`src/rtl/rom_arb_pkg.sv`:
```
// Shared types and address helpers for the instruction-ROM arbiter.
// Build option: ROM_ARB_RR_EN selects round-robin arbitration (default: load-over-fetch priority).
package rom_arb_pkg;

    typedef enum logic [1:0] {
        IDLE    = 2'd0,
        RESP_IF = 2'd1,
        RESP_LD = 2'd2
    } rom_arb_state_t;

    typedef enum logic {
        REQ_IF = 1'b0,
        REQ_LD = 1'b1
    } rom_req_id_t;

    // Helpers work on a fixed 32-bit view; callers zero-extend narrower addresses.
    localparam int unsigned HELPER_W = 32;

    function automatic logic [HELPER_W-1:0] addr_to_idx(input logic [HELPER_W-1:0] addr);
        return addr >> 2;
    endfunction

    function automatic logic is_aligned(input logic [HELPER_W-1:0] addr);
        return addr[1:0] == 2'b00;
    endfunction

    function automatic logic in_range(input logic [HELPER_W-1:0] idx, input int unsigned n_rows);
        return idx < n_rows;
    endfunction

endpackage

```
`src/rtl/rom_grant.sv`:
```
// Two-requester grant logic for the ROM arbiter; one-hot output {ld, if}.
// Build option: ROM_ARB_RR_EN makes ties alternate using the last-grant pointer.
module rom_grant
    import rom_arb_pkg::*;
(
    input  logic        if_valid,
    input  logic        ld_valid,
    input  logic        slot_free,
    input  rom_req_id_t ptr,
    output logic [1:0]  gnt
);

`ifdef ROM_ARB_RR_EN
    // Tie goes to the port that was not granted last; otherwise the lone requester wins.
    always_comb begin
        gnt = 2'b00;
        if (slot_free) begin
            if (if_valid && ld_valid) begin
                gnt = (ptr == REQ_LD) ? 2'b01 : 2'b10;
            end else begin
                gnt = {ld_valid, if_valid};
            end
        end
    end
`else
    // The pointer has no role under fixed priority.
    logic ptr_unused;
    assign ptr_unused = ptr;

    // Load port always beats the fetch port.
    always_comb begin
        gnt = 2'b00;
        if (slot_free) begin
            if (ld_valid) begin
                gnt = 2'b10;
            end else if (if_valid) begin
                gnt = 2'b01;
            end
        end
    end
`endif

endmodule

```
`src/rtl/rom_arbiter.sv`:
```
// Single-port instruction-ROM arbiter: grants fetch or load, drives the ROM index,
// registers the word (or an error) and returns it to the issuing port.
// Build option: ROM_ARB_RR_EN enables round-robin arbitration with a last-grant pointer.
module rom_arbiter
    import rom_arb_pkg::*;
#(
    parameter int          ADDR_W = 16,
    parameter int          DATA_W = 32,
    parameter int unsigned N_ROWS = 512
) (
    input  logic              clk,
    input  logic              rst,
    input  logic              if_req_valid,
    output logic              if_req_ready,
    input  logic [ADDR_W-1:0] if_req_addr,
    output logic              if_resp_valid,
    input  logic              if_resp_ready,
    input  logic              ld_req_valid,
    output logic              ld_req_ready,
    input  logic [ADDR_W-1:0] ld_req_addr,
    output logic              ld_resp_valid,
    input  logic              ld_resp_ready,
    output logic [DATA_W-1:0] resp_data,
    output logic              resp_err,
    output logic [ADDR_W-1:0] rom_a,
    input  logic [DATA_W-1:0] rom_spo
);

    rom_arb_state_t        state;
    rom_req_id_t           ptr;
    logic                  slot_free;
    logic [1:0]            gnt;          // bit 1 = load, bit 0 = fetch
    logic [ADDR_W-1:0]     gnt_addr;
    logic [HELPER_W-1:0]   addr_ext;
    logic [HELPER_W-1:0]   idx_ext;
    logic                  req_ok;

    // The slot frees when nothing is held or the held response is consumed this cycle.
    always_comb begin
        slot_free = 1'b1;
        unique case (state)
            IDLE:    slot_free = 1'b1;
            RESP_IF: slot_free = if_resp_ready;
            RESP_LD: slot_free = ld_resp_ready;
            default: slot_free = 1'b1;
        endcase
    end

`ifdef ROM_ARB_RR_EN
    // Remember which port won the last accept; starts as fetch so the first tie goes to load.
    always_ff @(posedge clk) begin
        if (rst) begin
            ptr <= REQ_IF;
        end else if (gnt[1]) begin
            ptr <= REQ_LD;
        end else if (gnt[0]) begin
            ptr <= REQ_IF;
        end
    end
`else
    assign ptr = REQ_IF;
`endif

    rom_grant u_grant (
        .if_valid  (if_req_valid),
        .ld_valid  (ld_req_valid),
        .slot_free (slot_free),
        .ptr       (ptr),
        .gnt       (gnt)
    );

    // Grant is already gated by valid, so ready is the grant itself.
    assign if_req_ready = gnt[0];
    assign ld_req_ready = gnt[1];

    // Address mux: index 0 when nothing is granted.
    always_comb begin
        gnt_addr = '0;
        if (gnt[1]) begin
            gnt_addr = ld_req_addr;
        end else if (gnt[0]) begin
            gnt_addr = if_req_addr;
        end
    end

    assign addr_ext = HELPER_W'(gnt_addr);
    assign idx_ext  = addr_to_idx(addr_ext);
    assign rom_a    = ADDR_W'(idx_ext);
    assign req_ok   = is_aligned(addr_ext) && in_range(idx_ext, N_ROWS);

    // Response FSM: on accept, latch the word (or zero plus error) and flag the owning port.
    always_ff @(posedge clk) begin
        if (rst) begin
            state         <= IDLE;
            if_resp_valid <= 1'b0;
            ld_resp_valid <= 1'b0;
            resp_data     <= '0;
            resp_err      <= 1'b0;
        end else if (slot_free) begin
            if (gnt[1]) begin
                state         <= RESP_LD;
                ld_resp_valid <= 1'b1;
                if_resp_valid <= 1'b0;
            end else if (gnt[0]) begin
                state         <= RESP_IF;
                if_resp_valid <= 1'b1;
                ld_resp_valid <= 1'b0;
            end else begin
                state         <= IDLE;
                if_resp_valid <= 1'b0;
                ld_resp_valid <= 1'b0;
            end
            if (gnt != 2'b00) begin
                resp_data <= req_ok ? rom_spo : '0;
                resp_err  <= ~req_ok;
            end
        end
    end

endmodule

```
`config.mk`:
```
export PLATFORM = sky130hd
export DESIGN_NAME = rom_arbiter
export DESIGN_NICKNAME = d
export VERILOG_FILES = /design/src/rtl/rom_arb_pkg.sv /design/src/rtl/rom_grant.sv /design/src/rtl/rom_arbiter.sv
export SDC_FILE = /design/constraint.sdc
export NUM_CORES = 1
export LEC_CHECK = 0
export ABC_CLOCK_PERIOD_IN_PS = 1680
export CAP_MARGIN = 40
export CORE_ASPECT_RATIO = 0.8
export CORE_MARGIN = 5
export CORE_UTILIZATION = 32
export CTS_BUF_LIST = sky130_fd_sc_hd__clkbuf_2
export CTS_CLUSTER_DIAMETER = 120
export CTS_CLUSTER_SIZE = 30
export DETAILED_ROUTE_END_ITERATION = 8
export PLACE_DENSITY = 0.79
export SYNTH_ARGS = -nofsm -noshare
export SYNTH_HDL_FRONTEND = slang
export SYNTH_SLANG_ARGS = --single-unit
```
`constraint.sdc`:
```
create_clock -name clk -period 1.68 [get_ports clk]
set_input_delay 0.252 -clock clk [delete_from_list [all_inputs] [get_ports clk]]
set_output_delay 0.252 -clock clk [all_outputs]
set_load 0.02 [all_outputs]
```
# Word-level counts from Yosys, hierarchy flattened
# Cells that the tools add are included.
# classes
order_cmp	1
muxes	12
bitwise	1
reduce_logical	4
n_eq_ne	2
# op_table
operator	count
16-bit two-way mux	2
32-bit two-way mux	1
14-bit by 10-bit < comparator with 1-bit output (second input constant)	1
2-bit two-way mux	3
1-bit two-way mux	5
2-bit by 1-bit equality test with 1-bit output (second input constant)	1
2-bit equality test (second input constant)	1
2-bit logical NOT	1
1-bit case mux with 2 select lines	1
2-bit AND reduction	1
2-bit nonzero test	1
1-bit logical AND	1
1-bit inverter	1
# word_totals
word_cells	25
inputBits	70
out_inout_bits	53
reg_bits	37

# Depth between registers and ports, before layout
# Gate-level depths: netlist of run 1.
# logic_depth
ltp_word	8
mapped_depth	8
ltp_nobuf	6

# By module
# A second synthesis of run 1 with hierarchy kept.
# unflattened
cells_unflattened	127
area_unflattened_um2	1431.4
# modules_own_cells
mod	cells_per_inst	seq_area_each_um2	area_each_um2	n_inst
rom_arbiter	125	700.7	1415.1	1
rom_grant	2	0.0	16.3	1

# Worst setup path before layout of run 1
# No wires, ideal clock.
# synth_timing
kind	register -> output
from	reg state[0]
to	out rom_a[1]
path_stages_with_launch	8
required_ps	1428
t_arrival_ps	1808
path_buffers	2
path_slack_ps	-380
cell_sequence	dfxtp_1 inv_1 ha_1 a221oi_2 buf_2 nor2b_1 buf_2 a22o_1
# synth_via
elab_cells_between_ends	6
classes_between	eq/ne (2); mux (4)
# synth_lines
item	line_no	source
start, declared	rom_arbiter.sv:29	rom_arb_state_t state;
start signal, assigned	rom_arbiter.sv:94	state <= IDLE;
start signal, assigned	rom_arbiter.sv:101	state <= RESP_LD;
start signal, assigned	rom_arbiter.sv:105	state <= RESP_IF;
2-bit equality test or 2-bit by 1-bit equality test with 1-bit output (tied branches)	rom_arbiter.sv:41	unique case (state)
1-bit case mux with 2 select lines *	rom_arbiter.sv:41	
2-bit two-way mux *	rom_grant.sv:33	if (slot_free) begin
net ld_req_ready	rom_arbiter.sv:19	output logic ld_req_ready,
16-bit two-way mux *	rom_arbiter.sv:79	if (gnt[1]) begin
end, declared	rom_arbiter.sv:25	output logic [ADDR_W-1:0] rom_a,
# Mark *: on every way through the listed nets, which the timed path passes. The rest lies on a longest branch.

# Worst setup path after layout of run 1
# layout_timing
from	reg state[0]
to	out rom_a[8]
# layout_via
elab_chain_cells	5
elab_cells_between_ends	6
classes_between	eq/ne (2); mux (4)
# layout_rtl
item	line_no	source
2-bit equality test or 2-bit by 1-bit equality test with 1-bit output (tied branches)	rom_arbiter.sv:41	
1-bit case mux with 2 select lines *	rom_arbiter.sv:41	
2-bit two-way mux *	rom_grant.sv:33	
16-bit two-way mux	rom_arbiter.sv:81	end else if (gnt[0]) begin
16-bit two-way mux *	rom_arbiter.sv:79	
# Mark *: on every way between the ends. The rest lies on a longest branch, timed or not.

==> results of run 1 <==
-- area by class of cell --
cell class                 count  area share
clock buffer                   7     0.00996
clock inverter                 1     0.00142
inverter                       2     0.00213
multi-input combinational    107       0.293
sequential                    35       0.201
tap                           62      0.0221
timing repair buffer         152       0.470
-- stage by stage --
step / cell area [sq um] / util / std cells / power (mW)
2_1_floorplan: 1820 / - / 159 / 1.49
3_3_place_gp: 3150 / 0.622 / 344 / 1.94
3_5_place_dp: 3150 / 0.622 / 344 / 1.95
4_1_cts: 3240 / 0.639 / 357 / 2.39
5_1_grt: 3520 / 0.694 / 366 / 2.67
6_report: 3520 / 0.694 / 366 / 2.53
-- where the power goes --
part           internal (mW)  total [mW]  switching [mW]
clock network          0.114       0.384           0.270
registers              0.881       0.910          0.0286
logic                  0.722        1.24           0.517
total                   1.72        2.53           0.816
-- layer usage --
metal,vias to the layer above,track usage,part of all wire
met5,-,0,0
met4,0,0.0684,0.018
met3,6,0.0430,0.063
met2,67,0.284,0.52
met1,825,0.175,0.40
li1,861,-,-
-- placed cells by master, fill, tap and decap left out, drive strengths merged, types with 2 or more instances in the layout --
master and count:
nor2b 5, clkdlybuf4s50 83, nor2 9, buf 43, a22oi 5, conb 2
nor3 33, dlygate4sd2 2, ha 2, dfxtp 35, inv 2, clkbuf 12
a21oi 2, mux2i 32, dlymetal6s2s 19, a22o 9
-- state kept, by name, indices dropped and copies added, names as in the netlist --
| register | flops |
|---|---|
| ld_resp_valid | 1 |
| state | 1 |
| resp_data | 32 |
| resp_err | 1 |
-- critical path: stages, from the launching register on --
cell,delay [ps]
dfxtp_4,390
buf_6,110
ha_4,150
a221oi_2,260
buf_6,190
nor2b_4,80
a22o_4,250
buf_6,130
-- worst max-delay path by stage --
stage,from,to,slack (ps),cells after the start
after global routing,state[0],rom_a[8],-570,7
after global placement,if_resp_ready,rom_a[0],-820,6
after floorplan,ld_resp_valid,rom_a[1],-70,7
after CTS,state[0],if_req_ready,-520,6
final,state[0],rom_a[8],-470,7
after detailed placement,if_resp_ready,rom_a[0],-850,6
-- synth_stat cells --
master    count
a221oi_2      1
a21oi_1       2
nor2b_2       1
clkbuf_1      3
ha_1          2
buf_6         7
a22oi_1       4
dfxtp_1      35
buf_1         1
nor2_2        1
buf_4         3
o41ai_2       1
a22o_1        9
a221o_1       1
nor2_1        8
nor4_1        1
buf_2         3
a22oi_2       1
nor3_1       23
inv_1         2
nor2b_1       2
and2_0        1
conb_1        1
o21ba_2       1
nor3_2       10
mux2i_1      32
or2_1         1
a31oi_4       1
-- cells by family after synthesis --
kind of cell | Yosys count
AOI/OAI and AO/OA | 21
adders and majority gates | 2
buffers and inverters | 19
DFF | 35
muxes | 32
other | 1
and+or+nand+nor | 48
-- repair_timing --
action,4_1_cts,5_1_grt
setup endpoints to repair,51,63
resized for setup,82,46
buffers inserted,2,7
pin swaps,1,2
gates cloned,3,4
==> metrics.yaml, run 1 <==
outcome:
  status: "complete, but fails checks"
  violations: "negative setup slack"
floorplanning:
  start_util: 0.333
  die_y_microns: 74.9
  fp.dieArea_sq_um: 6820
  rows: 23
  coreArea_sq_um: 5060
  io_pins: 123
  die_w_microns: 91.1
grt:
  grtUsageTotal: 0.156
  grt-ovfl-total: 0
  antenna_found_initial: 0
  grt_pass1_vias: 1790
  grt_pass1_wl_microns: 8530
  grt_max_degree: 27
clock_network:
  clkSinkCount: 35
  htreeDepth: 2
  cts_tree: "built"
  cts_hold_buf: 0
  cts_root_buf: "clkbuf_2"
  cts_buffers: 5
  clockBufferDepth: 2
  clkTransAtPathRegs_ps: 180
  clk_latency_ps: 350
timing:
  setup_tns_ps: -19180
  rsz0062_at_grt: "yes"
  fin_ws_ps: -472
  hold_viol: 0
  fin_crit_ps: 2150
  skew_ps: 6.71
  fin_crit_sh: 1.28
  setup_viol: 49
  hold_slack_ps: 490
  fmax_mhz: 465
  slew_violations: 0
synth:
  synth_area_sq_um: 1680
  synth_top_family_by_area: "multiplexers"
  synth_xor_area_frac: 0
  ys_warn_count: 0
  postSynthCellCount: 158
  yosysUniqueCellTypes: 28
  ys_ff_latch: 35
  synth.avg_cell_area_sq_um: 10.7
  synth_area_leaders: "dfxtp_1, mux2i_1, nor3_1, nor3_2, a22o_1"
  yosysTopAreaCellShare: 0.416
  synth-simple-area-share: 0.173
  synth-compound-area-share: 0.121
  synth_adder_area_share: 0.0149
  synthMuxAreaShare: 0.190
  yosys.area.top_type: "dfxtp_1"
  ys_seq_area_frac: 0.416
critical_path:
  crit_arrival_ps: 1900
  r2r-start: "state[0]"
  rr_worst_depth: 11
  reg2reg_to: "resp_data[28]"
  cp-end-kind: "primary output"
  worstPathRequired_ps: 1430
  ff2ff_setup_slack_ps: -460
  crit_fanout: 6
  crit_type: "reg2out"
  critPathLaunchType: "flip-flop"
final_layout:
  multi_input_area_sq_um: 1030
  area_delta_synth_final_pct: 109
  nFillCells: 381
  fin_nets: 375
  drive_above_1_share: 0.332
  antennaDiodeCount: 0
  ff_latch_area_sq_um: 708
placement:
  dp_hpwl_microns: 4160
  dp_slack_ps: -854
  portBuffers: 120
  routabilityCongestion: 0.751
routing:
  ant_nets: 0
  drcViolationCount: 0
  wl_per_cell_microns: 15.8
  wirelength_microns: 5800
  vias_per_cell: 4.81
  first_pass_iters: 4
  drt-initial-drc-count: 24
  vias: 1759
hold_path:
  min_to: "resp_data[23]"
  hp-class: "in2reg"
  hold_depth: 3
  hold_start: "rom_spo[23]"
power:
  p_leak_nw: 1.74
  peakVddDrop_mv: 0.440
  power_density_nw_per_um2: 720
run:
  cap_violations: 0
No activity file was read; power rests on OpenSTA's default activity.
==> run 2, diff against run 1 <==
--- a/config.mk
+++ b/config.mk
@@ -11,7 +11,7 @@
 export CORE_MARGIN = 5
 export CORE_UTILIZATION = 32
 export CTS_BUF_LIST = sky130_fd_sc_hd__clkbuf_2
-export CTS_CLUSTER_DIAMETER = 120
+export CTS_CLUSTER_DIAMETER = 40
 export CTS_CLUSTER_SIZE = 30
 export DETAILED_ROUTE_END_ITERATION = 8
 export PLACE_DENSITY = 0.79
==> results of run 2 <==
No change in the layout: final DEF, timing and power equal those of run 1.
==> run 3, diff against run 2 <==
--- a/config.mk
+++ b/config.mk
@@ -14,6 +14,7 @@
 export CTS_CLUSTER_DIAMETER = 40
 export CTS_CLUSTER_SIZE = 30
 export DETAILED_ROUTE_END_ITERATION = 8
+export GPL_TIMING_DRIVEN = 0
 export PLACE_DENSITY = 0.79
 export SYNTH_ARGS = -nofsm -noshare
 export SYNTH_HDL_FRONTEND = slang
==> run 3 against run 2 <==
  * The run still ends with negative setup slack left
  * Clock-buffer cell count decreased by 2
  * Sequential power about the same
  * First-iteration DRC count shrank 71%
  * Hold slack got worse by 130 ps
  * Non-clock buffer count grew 10
  * Utilization up 4.1 points
  * Setup slack lost 95 ps
  * Register-to-register slack better by 50 ps
  * Largest cell class unchanged
==> metrics.yaml, run 3 (synthesized netlist as in run 1, its figures left out) <==
power:
  p_leak_nw: 1.97  # +13%
  peakVddDrop_mv: 0.540  # +23%
  finalPower_mw: 2.79  # +10%
  power_density_nw_per_um2: 749  # +4.1%
critical_path:
  critPathLaunchType: "flip-flop"
  path_common_cell: "buf_6"
  ff2ff_setup_slack_ps: -410  # +50 ps
  crit_arrival_ps: 1990  # +90 ps
  path_delay_family: "compound AO/OA/AOI/OAI gates"
  crit_slowest_cell: "dfxtp_4"
  cp-end-kind: "primary output"
  crit_fanout: 5  # -1
  rr_worst_depth: 13  # +2
  worstPathRequired_ps: 1430  # about the same
  cp_num_buf_inv: 4  # +1
  r2r-start: "ld_resp_valid"
  max_stage_delay_ps: 400  # about the same
  reg2reg_to: "resp_data[28]"
  cp_cell_sequence: "inv_2 > ha_4 > a221oi_4 > buf_6 > nor2b_4 > clkbuf_16 > a22o_4 > buf_6"
  crit_type: "reg2out"
timing:
  fin_crit_sh: 1.34  # +0.0566
  fin_crit_ps: 2250  # +95.0 ps
  skew_ps: 27.3  # +20.6 ps
  hold_slack_ps: 356  # -134 ps
  rsz0062_at_grt: "yes"
  slew_headroom: 0.453
  slew_violations: 0  # unchanged
  setup_viol: 49  # unchanged
  fin_ws_ps: -567  # -95.0 ps
  fmax_mhz: 445  # -4.2%
  hold_viol: 0  # unchanged
  tightest_slew_ps: 820
floorplanning:
  rows: 23  # unchanged
  coreArea_sq_um: 5060  # unchanged
  die_y_microns: 74.9  # unchanged
  fp.dieArea_sq_um: 6820  # unchanged
  io_pins: 123  # unchanged
  start_util: 0.333  # unchanged
  die_w_microns: 91.1  # unchanged
clock_network:
  clk_latency_ps: 400  # +50 ps
  clkSinkCount: 35  # unchanged
  htreeDepth: 2  # unchanged
  cts_root_buf: "clkbuf_2"
  clockBufferDepth: 2  # unchanged
  clkTransAtPathRegs_ps: 210  # +30 ps
  cts_tree: "built"
  cts_buffers: 5  # unchanged
grt:
  antenna_found_initial: 0  # unchanged
  grtUsageTotal: 0.168  # +0.0118
  grt_max_degree: 13  # -52%
  grt_pass1_vias: 1908  # +6.6%
  grt-ovfl-total: 0  # unchanged
  grt_pass1_wl_microns: 9120  # +7.0%
placement:
  dp_hpwl_microns: 4150  # -0.15%
  portBuffers: 119  # -0.83%
  place_area_sq_um: 3090  # -1.9%
  routabilityCongestion: 0.710  # -5.6%
routing:
  drcViolationCount: 0  # unchanged
  vias: 1798  # +2.2%
  vias_per_cell: 4.81  # about the same
  ant_nets: 0  # unchanged
  wl_per_cell_microns: 16.2  # +2.5%
  first_pass_iters: 4  # unchanged
  wirelength_microns: 6070  # +4.8%
  drt-initial-drc-count: 7  # -71%
outcome:
  status: "complete, but fails checks"
  violations: "negative setup slack"
final_layout:
  largest_register_ffs: 32  # unchanged
  final_cell_mix: "clkdlybuf4s50_1, dfxtp_1, mux2i_1"
  top_register: "resp_data"
  drive_above_1_share: 0.388  # +0.0556
  fin_nets: 383  # +2.1%
  area_delta_synth_final_pct: 121
  stdcell_area_sq_um: 3720  # +5.8%
  layout_commonest_cell: "clkdlybuf4s50_1"
  nFillCells: 369  # -3.1%
  antennaDiodeCount: 0  # unchanged
  fin_util: 0.735  # +0.0405
hold_path:
  hold_depth: 2  # -1
  hp-class: "in2reg"
  min_to: "resp_data[7]"
  hold_start: "rst"
run:
  cap_violations: 0  # unchanged
## run 3: cell types whose count changed in the layout (fill, tap and decap cells not counted), sizes merged
| cell | before | now |
|---|---|---|
| buf | 43 | 55 |
| bufinv | 0 | 1 |
| clkbuf | 12 | 9 |
| clkdlybuf4s50 | 83 | 74 |
| clkinv | 1 | 2 |
| dlygate4sd2 | 2 | 1 |
| dlymetal6s2s | 19 | 28 |
| nor2b | 5 | 3 |
## run 3: worst max path at each step
stage	from	cells after the start	end	slack, ps
CTS	ld_resp_valid	8	rom_a[7]	-580
floorplan	ld_resp_valid	7	rom_a[1]	-70
global route	ld_resp_valid	8	rom_a[8]	-670
global placement	if_resp_ready	7	rom_a[6]	-790
detailed placement	ld_req_valid	7	rom_a[6]	-790
finish	ld_resp_valid	8	rom_a[8]	-570
## run 3: final cells by class
cell class / instances / area (sq um) / area share
timing repair buffer: 146 / 1570 / 0.423
tap: 62 / 77.6 / 0.0208
clock inverter: 3 / 43.8 / 0.0118
buffer: 16 / 150 / 0.0403
sequential: 35 / 708 / 0.190
multi-input combinational: 105 / 1140 / 0.305
inverter: 2 / 7.51 / 0.00202
clock buffer: 5 / 25.0 / 0.00672
## run 3: through the flow
stage	std cells	TNS, ps	setup WS [ps]
floorplan	159	-596	-74.5
global placement	340	-19380	-794
detailed placement	340	-20340	-794
CTS	367	-16770	-582
global route	374	-22610	-674
finish	374	-18960	-567
## run 3: power breakdown
group          leakage [nW]  total [mW]  internal, mW  switching [mW]
logic                  1.64        1.33         0.745           0.583
registers             0.286       0.909         0.882          0.0278
clock network        0.0429       0.552         0.252           0.300
total                  1.97        2.79          1.88           0.910
## run 3: worst reg2reg max path, delay by kind of cell (launching register included)
kind / cells / cell delay [ps]
simple gates: 1 / 160
flops: 1 / 400
compound gates: 2 / 330
buf+inv: 9 / 1010
fa+ha+maj: 1 / 150
## run 3: layer usage
| layer | global-route usage | wire length, microns | vias to the layer above |
|---|---|---|---|
| li1 | - | - | 881 |
| met1 | 0.181 | 2370 | 849 |
| met2 | 0.322 | 3230 | 62 |
| met3 | 0.0460 | 379 | 6 |
| met4 | 0.0586 | 86 | 0 |
| met5 | 0 | 0 | - |
## run 3: repair_timing
| action | in CTS | in global routing |
|---|---|---|
| hold buffers | 0 | 0 |
| cloned | 4 | 1 |
| setup buffers | 16 | 9 |
| endpoints found under the hold margin | 0 | 0 |
| gates resized for setup | 124 | 51 |
| pin swaps | 13 | 13 |
| setup endpoints to repair | 47 | 77 |
